$ cat src/rtl/cgra_column_seq_ctrl.sv
// Per-column program sequencer: owns the column PC, drives pc_en/conf_re into the RCs,
// resolves branch/stall/end requests from the rows and keeps saturating perf counters.
//
// state  | meaning
// IDLE   | waiting for a kernel launch, start_ready_o high
// LOAD   | one cycle, RCs latch the first instruction at pc_q
// RUN    | kernel executing, PC advances or branches unless stalled
// DONE   | one cycle, done_o pulse, then back to IDLE
module cgra_column_seq_ctrl #(
    parameter int N_ROW     = 4,
    parameter int PC_WIDTH  = 5,
    parameter int CNT_WIDTH = 16
) (
    input  logic                      clk_i,
    input  logic                      rst_ni,
    input  logic                      start_valid_i,
    output logic                      start_ready_o,
    input  logic [PC_WIDTH-1:0]       start_pc_i,
    input  logic                      abort_i,
    input  logic [N_ROW-1:0]          rc_stall_i,
    input  logic [N_ROW-1:0]          br_req_i,
    input  logic [N_ROW*PC_WIDTH-1:0] br_add_i,
    input  logic [N_ROW-1:0]          exec_end_i,
    output logic [PC_WIDTH-1:0]       global_pc_o,
    output logic                      pc_en_o,
    output logic                      conf_re_o,
    output logic                      busy_o,
    output logic                      done_o,
    output logic [CNT_WIDTH-1:0]      cycle_cnt_o,
    output logic [CNT_WIDTH-1:0]      stall_cnt_o
);

    typedef enum logic [1:0] {
        S_IDLE = 2'd0,
        S_LOAD = 2'd1,
        S_RUN  = 2'd2,
        S_DONE = 2'd3
    } state_t;

    state_t                 state_q, state_d;
    logic [PC_WIDTH-1:0]    pc_q, pc_d;
    logic [CNT_WIDTH-1:0]   cycle_cnt_q, cycle_cnt_d;
    logic [CNT_WIDTH-1:0]   stall_cnt_q, stall_cnt_d;

    logic                   stall;
    logic                   end_hit;
    logic                   br_any;
    logic [PC_WIDTH-1:0]    br_tgt;

    function automatic logic [CNT_WIDTH-1:0] sat_inc(input logic [CNT_WIDTH-1:0] v);
        return (v == {CNT_WIDTH{1'b1}}) ? v : v + CNT_WIDTH'(1);
    endfunction

    assign stall   = |rc_stall_i;
    assign end_hit = (|exec_end_i) & ~stall;
    assign br_any  = |br_req_i;

    // Scan from the top row down so the lowest-indexed requester wins.
    always_comb begin
        br_tgt = '0;
        for (int r = N_ROW - 1; r >= 0; r--) begin
            if (br_req_i[r]) begin
                br_tgt = br_add_i[r*PC_WIDTH +: PC_WIDTH];
            end
        end
    end

    always_ff @(posedge clk_i or negedge rst_ni) begin
        if (!rst_ni) begin
            state_q     <= S_IDLE;
            pc_q        <= '0;
            cycle_cnt_q <= '0;
            stall_cnt_q <= '0;
        end else begin
            state_q     <= state_d;
            pc_q        <= pc_d;
            cycle_cnt_q <= cycle_cnt_d;
            stall_cnt_q <= stall_cnt_d;
        end
    end

    always_comb begin
        state_d     = state_q;
        pc_d        = pc_q;
        cycle_cnt_d = cycle_cnt_q;
        stall_cnt_d = stall_cnt_q;
        case (state_q)
            S_IDLE: begin
                if (start_valid_i && !abort_i) begin
                    pc_d        = start_pc_i;
                    cycle_cnt_d = '0;
                    stall_cnt_d = '0;
                    state_d     = S_LOAD;
                end
            end
            S_LOAD: begin
                if (abort_i) begin
                    pc_d    = '0;
                    state_d = S_IDLE;
                end else begin
                    pc_d        = pc_q + PC_WIDTH'(1);
                    cycle_cnt_d = sat_inc(cycle_cnt_q);
                    state_d     = S_RUN;
                end
            end
            S_RUN: begin
                if (abort_i) begin
                    pc_d    = '0;
                    state_d = S_IDLE;
                end else begin
                    cycle_cnt_d = sat_inc(cycle_cnt_q);
                    if (stall) begin
                        stall_cnt_d = sat_inc(stall_cnt_q);
                    end else if (end_hit) begin
                        state_d = S_DONE;
                    end else if (br_any) begin
                        pc_d = br_tgt;
                    end else begin
                        pc_d = pc_q + PC_WIDTH'(1);
                    end
                end
            end
            default: begin
                if (abort_i) begin
                    pc_d = '0;
                end
                state_d = S_IDLE;
            end
        endcase
    end

    always_comb begin
        start_ready_o = 1'b0;
        pc_en_o       = 1'b0;
        conf_re_o     = 1'b0;
        busy_o        = 1'b0;
        done_o        = 1'b0;
        case (state_q)
            S_IDLE: start_ready_o = 1'b1;
            S_LOAD: begin
                pc_en_o = 1'b1;
                busy_o  = 1'b1;
            end
            S_RUN: begin
                conf_re_o = 1'b1;
                busy_o    = 1'b1;
                pc_en_o   = ~stall & ~end_hit;
            end
            default: done_o = ~abort_i;
        endcase
    end

    assign global_pc_o = pc_q;
    assign cycle_cnt_o = cycle_cnt_q;
    assign stall_cnt_o = stall_cnt_q;

endmodule
$ cat config.mk
export PLATFORM = sky130hd
export DESIGN_NAME = cgra_column_seq_ctrl
export DESIGN_NICKNAME = d
export VERILOG_FILES = /design/src/rtl/cgra_column_seq_ctrl.sv
export SDC_FILE = /design/constraint.sdc
export NUM_CORES = 1
export LEC_CHECK = 0
export CAP_MARGIN = 40
export CORE_AREA = 5 5 75 77
export DETAILED_ROUTE_END_ITERATION = 10
export DIE_AREA = 0 0 80 82
export DONT_BUFFER_PORTS = 1
export GPL_TIMING_DRIVEN = 0
export PLACE_DENSITY = 0.8
export SLEW_MARGIN = 10
export SYNTH_ARGS = -nofsm -noshare
export SYNTH_HDL_FRONTEND = slang
export SYNTH_SLANG_ARGS = --single-unit
$ cat constraint.sdc
create_clock -name clk_i -period 4.2 [get_ports clk_i]
set_input_delay 0.84 -clock clk_i [delete_from_list [all_inputs] [get_ports clk_i]]
set_output_delay 0.84 -clock clk_i [all_outputs]
set_load 0.005 [all_outputs]
# Word-level counts from Yosys, hierarchy flattened
# Index checks and enable logic that the tools add are counted.
# word_totals
register_bits,39
in_bits,41
output_inout_bits,42
wordCells,71
# op_classes
n_addsub,3
eq_ne,13
mux,31
bitwise,5
n_reduce_logical,15
# op_table
operator,n
two-way mux 16 bit,6
case mux 16 bit (2 select lines),2
two-way mux 5 bit,11
adder 16 x 1 -> 16 bit (second input constant),2
== test 16 bit (second input constant),2
case mux 5 bit (3 select lines),1
inequality test 2 bit (second input constant),6
OR reduction 4 bit,3
two-way mux 2 bit,5
inequality test 3 bit (second input constant),3
AND reduction 4 bit,2
case mux 2 bit (3 select lines),1
adder 5 x 1 -> 5 bit (second input constant),1
AND reduction 5 bit,1
two-way mux 1 bit,4
nonzero test 2 bit,2
nonzero test 4 bit,1
inverter 1 bit,3
AND reduction 3 bit,1
OR reduction 3 bit,1
bitwise AND 1 bit,2
== test 2 x 1 -> 1 bit (second input constant),1
== test 2 bit (second input constant),1
logical NOT 2 bit,1
4 further kinds,4

# Longest topological paths before layout
# depth
depth_word,9
ltp_mapped,8

# Least setup slack after synthesis
# No wires, ideal clock.
# synth_timing
kind,input to output
start,input port rc_stall_i[1]
end,output port pc_en_o
arrival_ps,1710
required_ps,3360
path_slack_ps,1650
cell_stages,4
n_path_buf,0
path_cell_list,nor4_2 and2_1 a21oi_1 nor2b_1
# synth_between
elab_chain_cells,6
# synth_rtl
element,line,source
"start, declared",20,"input logic [N_ROW-1:0] rc_stall_i,"
OR reduction 4 bit *,54,assign stall = |rc_stall_i;
inverter 1 bit *,"55, 147",
bitwise AND 1 bit,55,assign end_hit = (|exec_end_i) & ~stall;
inverter 1 bit,147,pc_en_o = ~stall & ~end_hit;
bitwise AND 1 bit *,147,
case mux 1 bit (2 select lines) *,138,case (state_q)
"end, declared",25,"output logic pc_en_o,"
# Mark *: on every way between the ends. The rest lies on a longest branch, timed or not.

# Final worst setup path
# Ends and elaborated chain as after synthesis.

==> impl_metrics.py <==
metrics = {
    "routing": {
        "drt-initial-drc-count": 108,
        "drtPass1Iterations": 4,
        "wl_um": 6320,
        "vias_per_cell": 6.04,
        "ant_nets": 0,
        "vias": 2337,
        "wl_per_cell_um": 16.3,
        "drc_errors": 0,
    },
    "timing": {
        "worst_pin_slew_ps": 806,
        "hold_violations": 0,
        "rsz0062_at_grt": "no",
        "fin_crit_ps": 2680,
        "finalSetupViolations": 0,
        "setup_tns_ps": 0,
        "max_freq_mhz": 373,
        "drv_slew": 0,
        "min_period_over_period_pct": 63.8,
        "clock_skew_ps": 9.46,
        "slew_headroom_pct": 46.1,
    },
    "floorplan": {
        "initial_core_util_pct": 53.7,
        "die_y_um": 82,
        "core-area_mm2": 0.00494,
        "dieArea_mm2": 0.00656,
        "boundaryPins": 83,
        "die_x_um": 80,
        "rows": 26,
    },
    "cells_and_area": {
        "layout.nets": 365,
        "n_antenna_cell": 0,
        "fin_area_mm2": 0.00283,
        "area_delta_synth_final_pct": 6.64,
        "fin_util_pct": 57.3,
        "drive_above_1_share_pct": 5.36,
    },
    "pwr": {
        "p_per_area_mw_per_mm2": 407,
        "ir_drop_mv": 0.174,
        "p_leak_nw": 1.07,
    },
    "clocking": {
        "post-cts-setup-buffer-count": 0,
        "cts_root_buf": "clkbuf_8",
        "cts_buffers": 5,
        "clkTransAtPathRegs_ps": 80,
        "clock-sinks": 39,
        "clk_latency_ps": 290,
        "hold_buffers": 0,
        "cts_buffer_depth": 2,
        "cts_resized": 0,
        "cts_tree": "done",
        "htreeDepth": 2,
    },
    "logic_synthesis": {
        "syn_area_mm2": 0.00266,
        "yosys_warnings": 0,
        "async_flop_share_pct": 100,
        "synth-main-ff-cell": "dfrtp_1",
        "synth_edf_count": 0,
        "yosysTopAreaCell": "dfrtp_1",
        "synthDistinctLibCells": 49,
        "syn_inst": 309,
        "yosysTopAreaCellShare_pct": 36.7,
        "synthTopCellsByCount": "dfrtp_1, nor2_1, nand2_1",
        "mappedNetlistNets": 358,
        "syn_area_per_cell_um2": 8.60,
        "seq_area_frac_synth_pct": 36.7,
        "post-synth-top-count-cell": "dfrtp_1",
        "ys_ff_latch": 39,
        "synth_area_leaders": "dfrtp_1, nor2_1, xnor2_1",
    },
    "placed_design": {
        "placed_area_mm2": 0.00275,
        "dp_hpwl_um": 4850,
        "io_buffers": 0,
        "gp_congestion": 0.872,
    },
    "global_routing": {
        "antenna_found_initial": 0,
        "grt_use_total_pct": 19.3,
        "grt_pass1_wl_um": 10100,
        "overflow": 0,
        "grt_max_degree": 40,
        "grt_pass1_vias": 2172,
    },
    "setup_path": {
        "crit_path_end_kind": "output pin",
        "crit_path_start": "rc_stall_i[1]",
        "required_ps": 3360,
        "crit_fanout": 4,
        "critical_path_class": "input port to output pin",
        "reg2reg_from": "state_q[0]$_DFFE_PN0P_",
        "cp_data_arrival_time_ps": 1840,
        "cp-start-kind": "input port",
    },
    "outcome": {
        "status": "finished, final reports clean",
    },
    "min_path": {
        "hp-class": "input port to asynchronous set/reset pin",
    },
    "flow_run": {
        "drv_cap": 0,
    },
}
[through the flow]
step,cells,power [W],hold WS (ps),worst slack [ps]
3_3_place_gp,379,0.000895,545,1460
2_1_floorplan,309,0.000809,512,1650
3_5_place_dp,379,0.000911,545,1410
5_1_grt,387,0.00124,213,1380
4_1_cts,387,0.00117,218,1490
6_report,387,0.00115,232,1520
[path summary, 6_finish.rpt]
kind / end / slack, ps / cells after the start
worst max-delay path: pc_en_o / 1520 / 4
worst min-delay path: cycle_cnt_o[13]$_DFFE_PN0P_ / 230 / 0
worst max register to register: stall_cnt_o[2]$_DFFE_PN0P_ / 1580 / 8
worst min register to register: stall_cnt_o[1]$_DFFE_PN0P_ / 580 / 2
max in group asynchronous: state_q[0]$_DFFE_PN0P_ / 3880 / 0
min in group clk_i: stall_cnt_o[1]$_DFFE_PN0P_ / 580 / 2
[final cells by class]
type | count | area [µm²]
clock buffer | 5 | 68.8
multi-input combinational | 245 | 1580
sequential | 39 | 976
inverter | 16 | 60.1
tap | 70 | 87.6
fill | 464 | 2110
clock inverter | 3 | 20.0
buffer | 9 | 41.3
[per-layer routing]
metal  vias to the layer above  part of all wire (%)  GRT usage (%)  routed length (µm)
met5                         -                     0              0                   0
met1                      1122                    40           22.2                2520
met4                         0                   1.0           5.91                  66
met2                        69                    51           34.0                3210
met3                         6                   8.3           6.36                 526
li1                       1140                     -              -                   -
[where the power goes]
part / switching (W) / internal, W
Clock: 0.000137 / 0.000116
Sequential: 0.0000681 / 0.000421
Combinational: 0.000249 / 0.000162
Total: 0.000454 / 0.000699
[placed cells by master, fill, tap and decap left out, drive strengths merged, types with 4 or more instances in the layout]
master | synthesis | routed
nand2b | 5 | 5
a211oi | 5 | 5
ha | 8 | 8
nor4 | 11 | 11
inv | 16 | 16
a21oi | 18 | 18
clkbuf | 8 | 13
a2111oi | 6 | 6
xnor2 | 14 | 14
o31ai | 4 | 4
o21ai | 20 | 20
nand4 | 6 | 6
nor2b | 14 | 14
nand3 | 15 | 15
or4 | 4 | 4
nand2 | 25 | 25
nor2 | 33 | 33
and4 | 5 | 5
xor2 | 10 | 10
dfrtp | 39 | 39
nor3 | 4 | 4
[worst max-delay path, cell delays in order]
cell and delay, ps:
nor4_2 520, and2_1 230, a21oi_1 80, nor2b_1 170
[registers in the layout (all words and copies together) (netlist names)]
| name | flops |
|---|---|
| cycle_cnt_o | 16 |
| global_pc_o | 5 |
| stall_cnt_o | 16 |
| state_q | 2 |
[kinds of logic after synthesis]
family | synth area share, %
AOI/OAI and AO/OA | 18.8
xor gates and xnor gates | 7.91
adders and majority gates | 3.77
buffers and inverters | 3.81
DFF | 36.7
muxes | 1.74
and+or+nand+nor | 27.3
(Power assumes the default switching activity.)
